[config.mk]
export PLATFORM = sky130hd
export DESIGN_NAME = exp_taylor_horner
export DESIGN_NICKNAME = d
export VERILOG_FILES = /design/src/rtl/softmax_pkg.sv /design/src/rtl/fxp_mul_sat.sv /design/src/rtl/exp_taylor_horner.sv
export SDC_FILE = /design/constraint.sdc
export NUM_CORES = 2
export LEC_CHECK = 0
export ABC_AREA = 1
export ABC_CLOCK_PERIOD_IN_PS = 24100
export BUFFER_PORTS_ARGS = -buffer_cell sky130_fd_sc_hd__buf_4
export CAP_MARGIN = 20
export CORE_MARGIN = 1
export CORE_UTILIZATION = 46
export CTS_CLUSTER_SIZE = 20
export DETAILED_ROUTE_END_ITERATION = 8
export HOLD_SLACK_MARGIN = 0.03
export PLACE_DENSITY = 0.57
export REMOVE_ABC_BUFFERS = 1
export SYNTH_ARGS = -nofsm -noshare
export SYNTH_HDL_FRONTEND = slang
export SYNTH_HIERARCHICAL = 1
export SYNTH_SLANG_ARGS = --single-unit
[constraint.sdc]
create_clock -name Clock -period 24.1 [get_ports Clock]
set_input_delay 0 -clock Clock [delete_from_list [all_inputs] [get_ports Clock]]
set_output_delay 0 -clock Clock [all_outputs]
set_load 0.01 [all_outputs]
[src/rtl/softmax_pkg.sv]
// Shared fixed-point helpers for the exp/softmax datapath.
// Holds the Horner FSM states and the 1/k coefficient table.
package softmax_pkg;

    typedef enum logic [1:0] {
        IDLE  = 2'd0,
        MUL_X = 2'd1,
        MUL_C = 2'd2,
        DONE  = 2'd3
    } exp_state_t;

    // Highest coefficient index the table provides.
    localparam int COEF_MAX_K = 15;

    // 1.0 in the default Q16.16 format.
    localparam longint ONE_Q16 = 64'sd65536;

    // 1.0 in Q(.).frac.
    function automatic longint fxp_one(input int frac);
        return longint'(1) <<< frac;
    endfunction

    // Taylor coefficient floor(2^frac / k); zero for k = 0.
    function automatic longint coef_c(input int frac, input int k);
        if (k <= 0 || k > COEF_MAX_K) begin
            return 64'sd0;
        end
        return fxp_one(frac) / longint'(k);
    endfunction

endpackage

[src/rtl/fxp_mul_sat.sv]
// Signed fixed-point multiply, arithmetic shift by FRAC, saturate.
// Flags when the shifted product leaves the BITWIDTH signed range.
module fxp_mul_sat #(
    parameter int BITWIDTH = 32,
    parameter int FRAC     = 16
) (
    input  logic signed [BITWIDTH-1:0] a,
    input  logic signed [BITWIDTH-1:0] b,
    output logic signed [BITWIDTH-1:0] y,
    output logic                       ovf
);

    localparam int PW = 2 * BITWIDTH;

    localparam logic signed [BITWIDTH-1:0] SAT_MAX =
        {1'b0, {(BITWIDTH-1){1'b1}}};
    localparam logic signed [BITWIDTH-1:0] SAT_MIN =
        {1'b1, {(BITWIDTH-1){1'b0}}};

    logic signed [PW-1:0]   prod;
    logic signed [PW-1:0]   shr;
    logic        [BITWIDTH:0] hi;

    // Full-width product, shift, then range check on the upper bits.
    always_comb begin
        prod = PW'(a) * PW'(b);
        shr  = prod >>> FRAC;
        hi   = shr[PW-1:BITWIDTH-1];
        ovf  = !((&hi) || (~|hi));
        if (ovf) begin
            y = shr[PW-1] ? SAT_MIN : SAT_MAX;
        end else begin
            y = shr[BITWIDTH-1:0];
        end
    end

endmodule

[src/rtl/exp_taylor_horner.sv]
// e^x by a Horner-form Taylor series, one shared multiplier.
// Each series term costs two cycles: acc*x, then p*C[k] plus one.
module exp_taylor_horner
    import softmax_pkg::*;
#(
    parameter int BITWIDTH  = 32,
    parameter int FRAC      = 16,
    parameter int MAX_ORDER = 8,
    parameter int INPUTMAX  = 5
) (
    input  logic                       Clock,
    input  logic                       Reset,
    input  logic                       InValid,
    output logic                       InReady,
    input  logic signed [BITWIDTH-1:0] Datain,
    input  logic        [3:0]          Order,
    output logic                       OutValid,
    input  logic                       OutReady,
    output logic signed [BITWIDTH-1:0] DataOut,
    output logic                       Ovf,
    output logic                       OutOfRange
);

    localparam logic signed [BITWIDTH-1:0] ONE =
        BITWIDTH'(fxp_one(FRAC));
    localparam logic signed [BITWIDTH:0] LIM =
        (BITWIDTH+1)'(longint'(INPUTMAX) <<< FRAC);
    localparam logic [3:0] ORD_MAX = 4'(MAX_ORDER);

    localparam logic signed [BITWIDTH-1:0] SAT_MAX =
        {1'b0, {(BITWIDTH-1){1'b1}}};
    localparam logic signed [BITWIDTH-1:0] SAT_MIN =
        {1'b1, {(BITWIDTH-1){1'b0}}};

    exp_state_t state, state_nx;

    logic signed [BITWIDTH-1:0] acc;
    logic signed [BITWIDTH-1:0] x_q;
    logic signed [BITWIDTH-1:0] p_q;
    logic        [3:0]          k_q;
    logic signed [BITWIDTH-1:0] dout_q;
    logic                       ovf_q;
    logic                       oor_q;
    logic                       rdy_q;

    logic signed [BITWIDTH-1:0] ctab [16];
    logic signed [BITWIDTH-1:0] mul_a;
    logic signed [BITWIDTH-1:0] mul_b;
    logic signed [BITWIDTH-1:0] mul_y;
    logic                       mul_ovf;

    logic signed [BITWIDTH:0]   sum_w;
    logic signed [BITWIDTH-1:0] sum_sat;
    logic                       sum_ovf;
    logic signed [BITWIDTH:0]   x_ext;
    logic                       x_oor;
    logic        [3:0]          n_clamp;
    logic                       accept;

    for (genvar i = 0; i < 16; i++) begin : g_ctab
        assign ctab[i] = BITWIDTH'(coef_c(FRAC, i));
    end

    // Operand select: MUL_X uses acc*x, otherwise p*C[k].
    always_comb begin
        mul_a = acc;
        mul_b = x_q;
        if (state == MUL_C) begin
            mul_a = p_q;
            mul_b = ctab[k_q];
        end
    end

    fxp_mul_sat #(
        .BITWIDTH (BITWIDTH),
        .FRAC     (FRAC)
    ) u_mul (
        .a   (mul_a),
        .b   (mul_b),
        .y   (mul_y),
        .ovf (mul_ovf)
    );

    // 1.0 + term, saturated to the data width.
    always_comb begin
        sum_w   = (BITWIDTH+1)'(ONE) + (BITWIDTH+1)'(mul_y);
        sum_ovf = sum_w[BITWIDTH] != sum_w[BITWIDTH-1];
        if (sum_ovf) begin
            sum_sat = sum_w[BITWIDTH] ? SAT_MIN : SAT_MAX;
        end else begin
            sum_sat = sum_w[BITWIDTH-1:0];
        end
    end

    // Order clamp and input range flag, evaluated on the offered operand.
    always_comb begin
        x_ext = (BITWIDTH+1)'(Datain);
        x_oor = (x_ext > LIM) || (x_ext < -LIM);
        if (Order == 4'd0) begin
            n_clamp = 4'd1;
        end else if (Order > ORD_MAX) begin
            n_clamp = ORD_MAX;
        end else begin
            n_clamp = Order;
        end
    end

    assign accept = InValid && InReady;

    // State register.
    always_ff @(posedge Clock or negedge Reset) begin
        if (!Reset) begin
            state <= IDLE;
        end else begin
            state <= state_nx;
        end
    end

    // Next-state logic.
    always_comb begin
        state_nx = state;
        unique case (state)
            IDLE:    if (accept) state_nx = MUL_X;
            MUL_X:   state_nx = MUL_C;
            MUL_C:   state_nx = (k_q == 4'd1) ? DONE : MUL_X;
            DONE:    if (OutReady) state_nx = IDLE;
            default: state_nx = IDLE;
        endcase
    end

    // Handshake outputs.
    always_comb begin
        InReady  = (state == IDLE) && rdy_q;
        OutValid = (state == DONE);
    end

    // Datapath registers.
    always_ff @(posedge Clock or negedge Reset) begin
        if (!Reset) begin
            acc    <= '0;
            x_q    <= '0;
            p_q    <= '0;
            k_q    <= '0;
            dout_q <= '0;
            ovf_q  <= 1'b0;
            oor_q  <= 1'b0;
            rdy_q  <= 1'b0;
        end else begin
            rdy_q <= 1'b1;
            unique case (state)
                IDLE: begin
                    if (accept) begin
                        x_q   <= Datain;
                        k_q   <= n_clamp;
                        acc   <= ONE;
                        ovf_q <= 1'b0;
                        oor_q <= x_oor;
                    end
                end
                MUL_X: begin
                    p_q   <= mul_y;
                    ovf_q <= ovf_q | mul_ovf;
                end
                MUL_C: begin
                    acc   <= sum_sat;
                    k_q   <= k_q - 4'd1;
                    ovf_q <= ovf_q | mul_ovf | sum_ovf;
                    if (k_q == 4'd1) begin
                        dout_q <= sum_sat;
                    end
                end
                default: begin
                end
            endcase
        end
    end

    assign DataOut    = dout_q;
    assign Ovf        = ovf_q;
    assign OutOfRange = oor_q;

endmodule

-- Word-level counts from Yosys, hierarchy flattened
Memories as Yosys holds them, arrays and structs flattened.
Index checks and enable logic that the tools add are counted.
- bitwise gates (word level): 3
- add/sub/neg operators: 2
- equality and inequality tests: 7
- $mul: 1
- multiplexer cells: 20
- $lt $le $gt $ge: 4
- reduce and logical (&&, ||, !) cells: 17
- operators by type and width (kind ; number):
    $mux W32 ; 9
    $mul A32 B32 Y64 ; 1
    $pmux W32 S2 ; 1
    $add A18 B32 Y33 const A ; 1
    $gt A32 B20 Y1 const B ; 1
    $lt A32 B20 Y1 const B ; 1
    $reduce_and A17 Y1 ; 1
    $reduce_or A17 Y1 ; 1
    $mux W4 ; 3
    $reduce_and A2 Y1 ; 5
    $pmux W2 S4 ; 1
    $pmux W4 S2 ; 1
    $mux W2 ; 3
    $ge A5 B5 Y1 const B ; 1
    $not A4 Y5 ; 1
    $eq A2 B2 Y1 const B ; 2
    $eq A4 B1 Y1 const B ; 1
    $gt A4 B4 Y1 const B ; 1
    $logic_not A4 Y1 ; 1
    $sub A4 B1 Y4 const B ; 1
    $pmux W1 S3 ; 1
    $reduce_bool A3 Y1 ; 1
    $eq A2 B1 Y1 const B ; 1
    $logic_and A1 B1 Y1 ; 2
    other kinds (9) ; 12
- memories kept: 1
- register bits after elaboration: 137
- bits in read-only memories: 512
- logic and storage cells: 64
- bits of input ports: 40
- output and inout port bits: 36
- memory list (memory ; depth ; width ; rd ports ; clocked after Yosys merged registers in ; wr ports ; line ; text):
    (no name shown) ; 16 ; 32 ; 1 ; 0 ; 0 ; exp_taylor_horner.sv:70 ; mul_b = ctab[k_q];

-- Longest topological paths before layout
- word-level depth: 14
- gate-level depth with buffers: 60
- mapped depth without buffers: 55

-- Modules after synthesis
The synthesis kept the hierarchy.
- by module, submodules not included (module ; times used ; area each (um^2) ; sequential area each (um^2) ; cells an instance):
    fxp_mul_sat ; 1 ; 38587.0 ; 0.0 ; 4986
    exp_taylor_horner ; 1 ; 7011.7 ; 3428.3 ; 938

-- Worst setup path before layout
OpenSTA, ideal clock, no wires.
- kind: register to register
- start point: register state[0]
- end point: register dout_q[10], in the netlist DataOut[10]
- cell stages (with the launch flop): 53
- setup time: 117 ps
- required time: 23983 ps
- slack: 13865 ps
- buffers on the path: 5
- data arrival time: 10119 ps
- clock period less this slack: 10235 ps
- cells stage by stage: dfrtp_1 -> inv_1 -> ha_1 -> buf_2 -> inv_1 -> clkbuf_1 -> o21ai_0 -> inv_1 -> o21ai_0 -> nand2_1 -> inv_1 -> fa_1 -> fa_1 -> fa_1 -> inv_1 -> fa_1 -> inv_1 -> fa_1 -> (+17 left out) -> nor2_1 -> nand2_1 -> nand2_2 -> buf_2 -> nand3_1 -> nand2_1 -> ha_1 -> nand2_1 -> nor2_4 -> nand3_2 -> nor2_1 -> nand3_1 -> nand3_2 -> buf_6 -> buf_6 -> nand2_2 -> nand2_1 -> nand2_1
- longest elaborated chain between the ends: 10
- elaborated cells between the ends (all ways): 15
- classes of those cells: 1 x add/sub; 1 x mul; 2 x eq/ne; 6 x mux; 5 x reduce/logical
- ends and longest elaborated chain (item ; line ; text):
    start, declared ; exp_taylor_horner.sv:35 ; exp_state_t state, state_nx;
    start signal, assigned ; exp_taylor_horner.sv:115 ; state <= state_nx;
    $eq A2 B2 Y1 (*) ; exp_taylor_horner.sv:68 ; if (state == MUL_C) begin
    $mux W32 (*) ; exp_taylor_horner.sv:68 ;
    via mul_b[2] ; exp_taylor_horner.sv:48 ; logic signed [BITWIDTH-1:0] mul_b;
    $mul A32 B32 Y64 (*) ; fxp_mul_sat.sv:26 ; prod = PW'(a) * PW'(b);
    $reduce_or A17 Y1 ; fxp_mul_sat.sv:29 ; ovf = !((&hi) || (~|hi));
    $logic_not A1 Y1 ; fxp_mul_sat.sv:29 ;
    $logic_or A1 B1 Y1 ; fxp_mul_sat.sv:29 ;
    $mux W32 (*) ; fxp_mul_sat.sv:30 ; if (ovf) begin
    via mul_y[17] ; exp_taylor_horner.sv:49 ; logic signed [BITWIDTH-1:0] mul_y;
    $add A18 B32 Y33 (*) ; exp_taylor_horner.sv:86 ; sum_w = (BITWIDTH+1)'(ONE) + (BITWIDTH+1)'(mul_y);
    $mux W32 or $ne A1 B1 Y1 (tied branches) ; exp_taylor_horner.sv:89, exp_taylor_horner.sv:87 ;
    $mux W32 (*) ; exp_taylor_horner.sv:88 ; if (sum_ovf) begin
    end signal, assigned ; exp_taylor_horner.sv:169 ; dout_q <= sum_sat;
    end, declared ; exp_taylor_horner.sv:41 ; logic signed [BITWIDTH-1:0] dout_q;
The timed path passes the listed nets; every way through them passes the cells marked *.
A chain may end at the register's enable or synchronous reset.

-- Final worst setup path
- start point: register state[0]
- end point: register acc[26]
- longest elaborated chain between the ends: 11
- elaborated cells between the ends (all ways): 21
- classes of those cells: 1 x add/sub; 1 x mul; 3 x eq/ne; 7 x mux; 9 x reduce/logical
- ends and longest elaborated chain (item ; line ; text):
    $eq A2 B2 Y1 (*) ; exp_taylor_horner.sv:68 ;
    $mux W32 (*) ; exp_taylor_horner.sv:68 ;
    via mul_b[2] ; exp_taylor_horner.sv:48 ;
    $mul A32 B32 Y64 (*) ; fxp_mul_sat.sv:26 ;
    $reduce_or A17 Y1 ; fxp_mul_sat.sv:29 ;
    $logic_not A1 Y1 ; fxp_mul_sat.sv:29 ;
    $logic_or A1 B1 Y1 ; fxp_mul_sat.sv:29 ;
    $mux W32 (*) ; fxp_mul_sat.sv:30 ;
    via mul_y[16] ; exp_taylor_horner.sv:49 ;
    $add A18 B32 Y33 (*) ; exp_taylor_horner.sv:86 ;
    $mux W32 or $ne A1 B1 Y1 (tied branches) ; exp_taylor_horner.sv:89, exp_taylor_horner.sv:87 ;
    $mux W32 (*) ; exp_taylor_horner.sv:88 ;
    $pmux W32 S2 (*) ; exp_taylor_horner.sv:150 ; unique case (state)
    end signal, assigned ; exp_taylor_horner.sv:165 ; acc <= sum_sat;
    end, declared ; exp_taylor_horner.sv:37 ; logic signed [BITWIDTH-1:0] acc;
Marked as above.

==> flow_summary.toml <==
[setup_path]
critPathCaptureType = "register"
slowest_stage = "fa_1"
cp_data_required_time_ns = 24.46
critPathKind = "register to register"
rr_worst_depth = 48
r2r_setup_slack_ns = 10.65
reg2reg_to = "acc[26]$_DFFE_PN0P_"
worstPathArrival_ns = 13.81
r2r_start = "state[0]$_DFFE_PN0P_"
cp_max_fo = 63
cpMostUsedCell = "nand2_1"
start_kind = "register"
cpPeakStageDelay_ns = 0.94

[global_routing]
grt_overflow_total = 0
track_usage = 0.291
grt_max_degree = 92
antenna_found_initial = 1
grt_pass1_wl_um = 221000
grt_pass1_vias = 38100

[routing]
drcViolationCount = 0
wl_um = 138000
firstDrtPassIters = 6
wire_per_inst_um = 19.2
drt_iter0_drc = 2456
viasPerCell = 4.98
ant_nets = 0
via_count = 35800

[run]
drv_cap = 0

[floorplanning]
dieArea_sq_um = 100000
die_h_um = 317
die_x_um = 317
io_pins = 76
core-area_sq_um = 98300
fp-row-count = 115
start_util = 0.464

[yosys]
synth-seq-cells = 137
syn_area_sq_um = 45600
ys_seq_area_frac = 0.0752
ys_types = 49
synth.top_cell.area_share = 0.475
ys_warn_count = 6
synth_area_per_cell_sq_um = 7.70
synth_top_area_cell = "fa_1"
syn_inst = 5924
synthTopCellsByArea = "fa_1, nand2_1, inv_1, dfrtp_1, ha_1"

[timing]
period_needed_ns = 13.45
tns_ns = 0
fin_worst_skew_ns = 0.0147
setup_viol = 0
relSlewSlack = 0.178
worst_pin_slew_ns = 1.22
fin_crit_sh = 0.558
hold_viol = 0
rsz0062_at_grt = "false"
max_freq_mhz = 74.3
drv_slew = 0

[clocking]
path_clk_slew_ns = 0.06
cts.path.max_buffers = 2
cts_tree = "yes"
post_cts_buffers = 0
post_cts_resized = 0
clock_latency_ns = 0.43
cts_max_level = 4
clkSinkCount = 137
cts-root-buf = "clkbuf_16"
hold_buffers = 38
cts_buffers = 17

[finish]
diodes = 0
finalNonFillerCells = 7188
finish.utilization = 0.496
layout-drive-gt1-share = 0.0524
syn2layout_area_growth_pct = 6.81
mostFrequentLayoutCells = "nand2_1, inv_1, fa_1"
final_common_cell = "nand2_1"
fillers = 9796
fin_nets = 7203
fin_area_sq_um = 48700

[min_path]
hold_depth = 3
min_from = "OutReady"
worstHoldEndpoint = "state[0]$_DFFE_PN0P_"
worstHoldPathType = "input pin to register"

[placed_design]
dp_hpwl_um = 112000
post_dp_cell_area_sq_um = 47700
gp_congestion = 1.02
dp.cells = 7118
portBuffers = 75

[status]
outcome = "complete, no violations"
==> cell usage after synthesis (all sizes together) <==
cell,count
a21boi,1
a21o,1
a21oi,88
a22o,1
a31oi,2
a32o,1
a32oi,1
and2,2
and3,3
buf,24
clkbuf,223
conb,1
dfrtp,137
fa,1081
ha,194
inv,1704
mux2,1
nand2,1887
nand3,98
nand3b,1
nand4,13
nor2,198
nor3,19
nor4,2
o2111ai,1
o211ai,2
o21a,1
o21ai,136
o21bai,15
o221ai,3
o22ai,5
o31ai,3
or2,13
xnor2,24
xor2,38
==> state kept, by name, indices dropped and copies added, names as in the netlist <==
| name | flops |
|---|---|
| DataOut | 32 |
| OutOfRange | 1 |
| Ovf | 1 |
| acc | 32 |
| k_q | 4 |
| p_q | 32 |
| rdy_q | 1 |
| state | 2 |
| x_q | 32 |
==> stage by stage <==
| stage | hold WS, ns | worst slack [ns] |
|---|---|---|
| 2_1_floorplan | -0.296 | 10.75 |
| 3_3_place_gp | 0.151 | 11.01 |
| 3_5_place_dp | 0.149 | 10.79 |
| 5_1_grt | 0.0625 | 9.59 |
| 4_1_cts | 0.0302 | 10.74 |
| 6_report | 0.0434 | 10.65 |
==> cells by family after synthesis <==
kind of cell,share of synthesized area
DFF,0.0752
and+or+nand+nor,0.192
xor gates and xnor gates,0.0119
buffers and inverters,0.162
adders and majority gates,0.528
AOI/OAI and AO/OA,0.0310
other,0.0000822
muxes,0.000247
==> layer usage <==
metal	vias to the layer above	share of wire	GRT usage	wire length (um)
met5	-	0	0	0
met4	0	0.028	0.0743	3920
met3	151	0.053	0.0305	7320
met2	960	0.49	0.496	67400
met1	18200	0.43	0.398	59700
li1	16500	-	-	-
==> how the worst max path moves through the flow <==
stage | endpoint | startpoint | depth (start not counted)
floorplan | acc[10]$_DFFE_PN0P_ | state[0]$_DFFE_PN0P_ | 48
finish | acc[26]$_DFFE_PN0P_ | state[0]$_DFFE_PN0P_ | 48
CTS | DataOut[15]$_DFFE_PN0P_ | state[0]$_DFFE_PN0P_ | 43
detailed placement | acc[29]$_DFFE_PN0P_ | state[0]$_DFFE_PN0P_ | 43
global route | acc[26]$_DFFE_PN0P_ | state[0]$_DFFE_PN0P_ | 50
global placement | acc[15]$_DFFE_PN0P_ | state[0]$_DFFE_PN0P_ | 48
==> worst max-delay path: cells and delay by family (launching register included) <==
family          cells  cell delay (ns)
fa+ha+maj          11             5.55
simple gates       25             4.51
buf+inv            10             2.24
compound gates      2             0.54
flops               1             0.41
==> area by class of cell <==
cell class                 instances  area (sq um)  share of cell area
multi-input combinational       3836         35100               0.721
inverter                        1704          6400               0.131
sequential                       137          3430              0.0704
tap                             1287          1610              0.0331
timing repair buffer             192          1550              0.0319
clock buffer                      18           429             0.00881
clock inverter                    14           184             0.00378
Power is not shown: default switching activity piles up to over one toggle a cycle in this logic, so the estimate is an artifact.
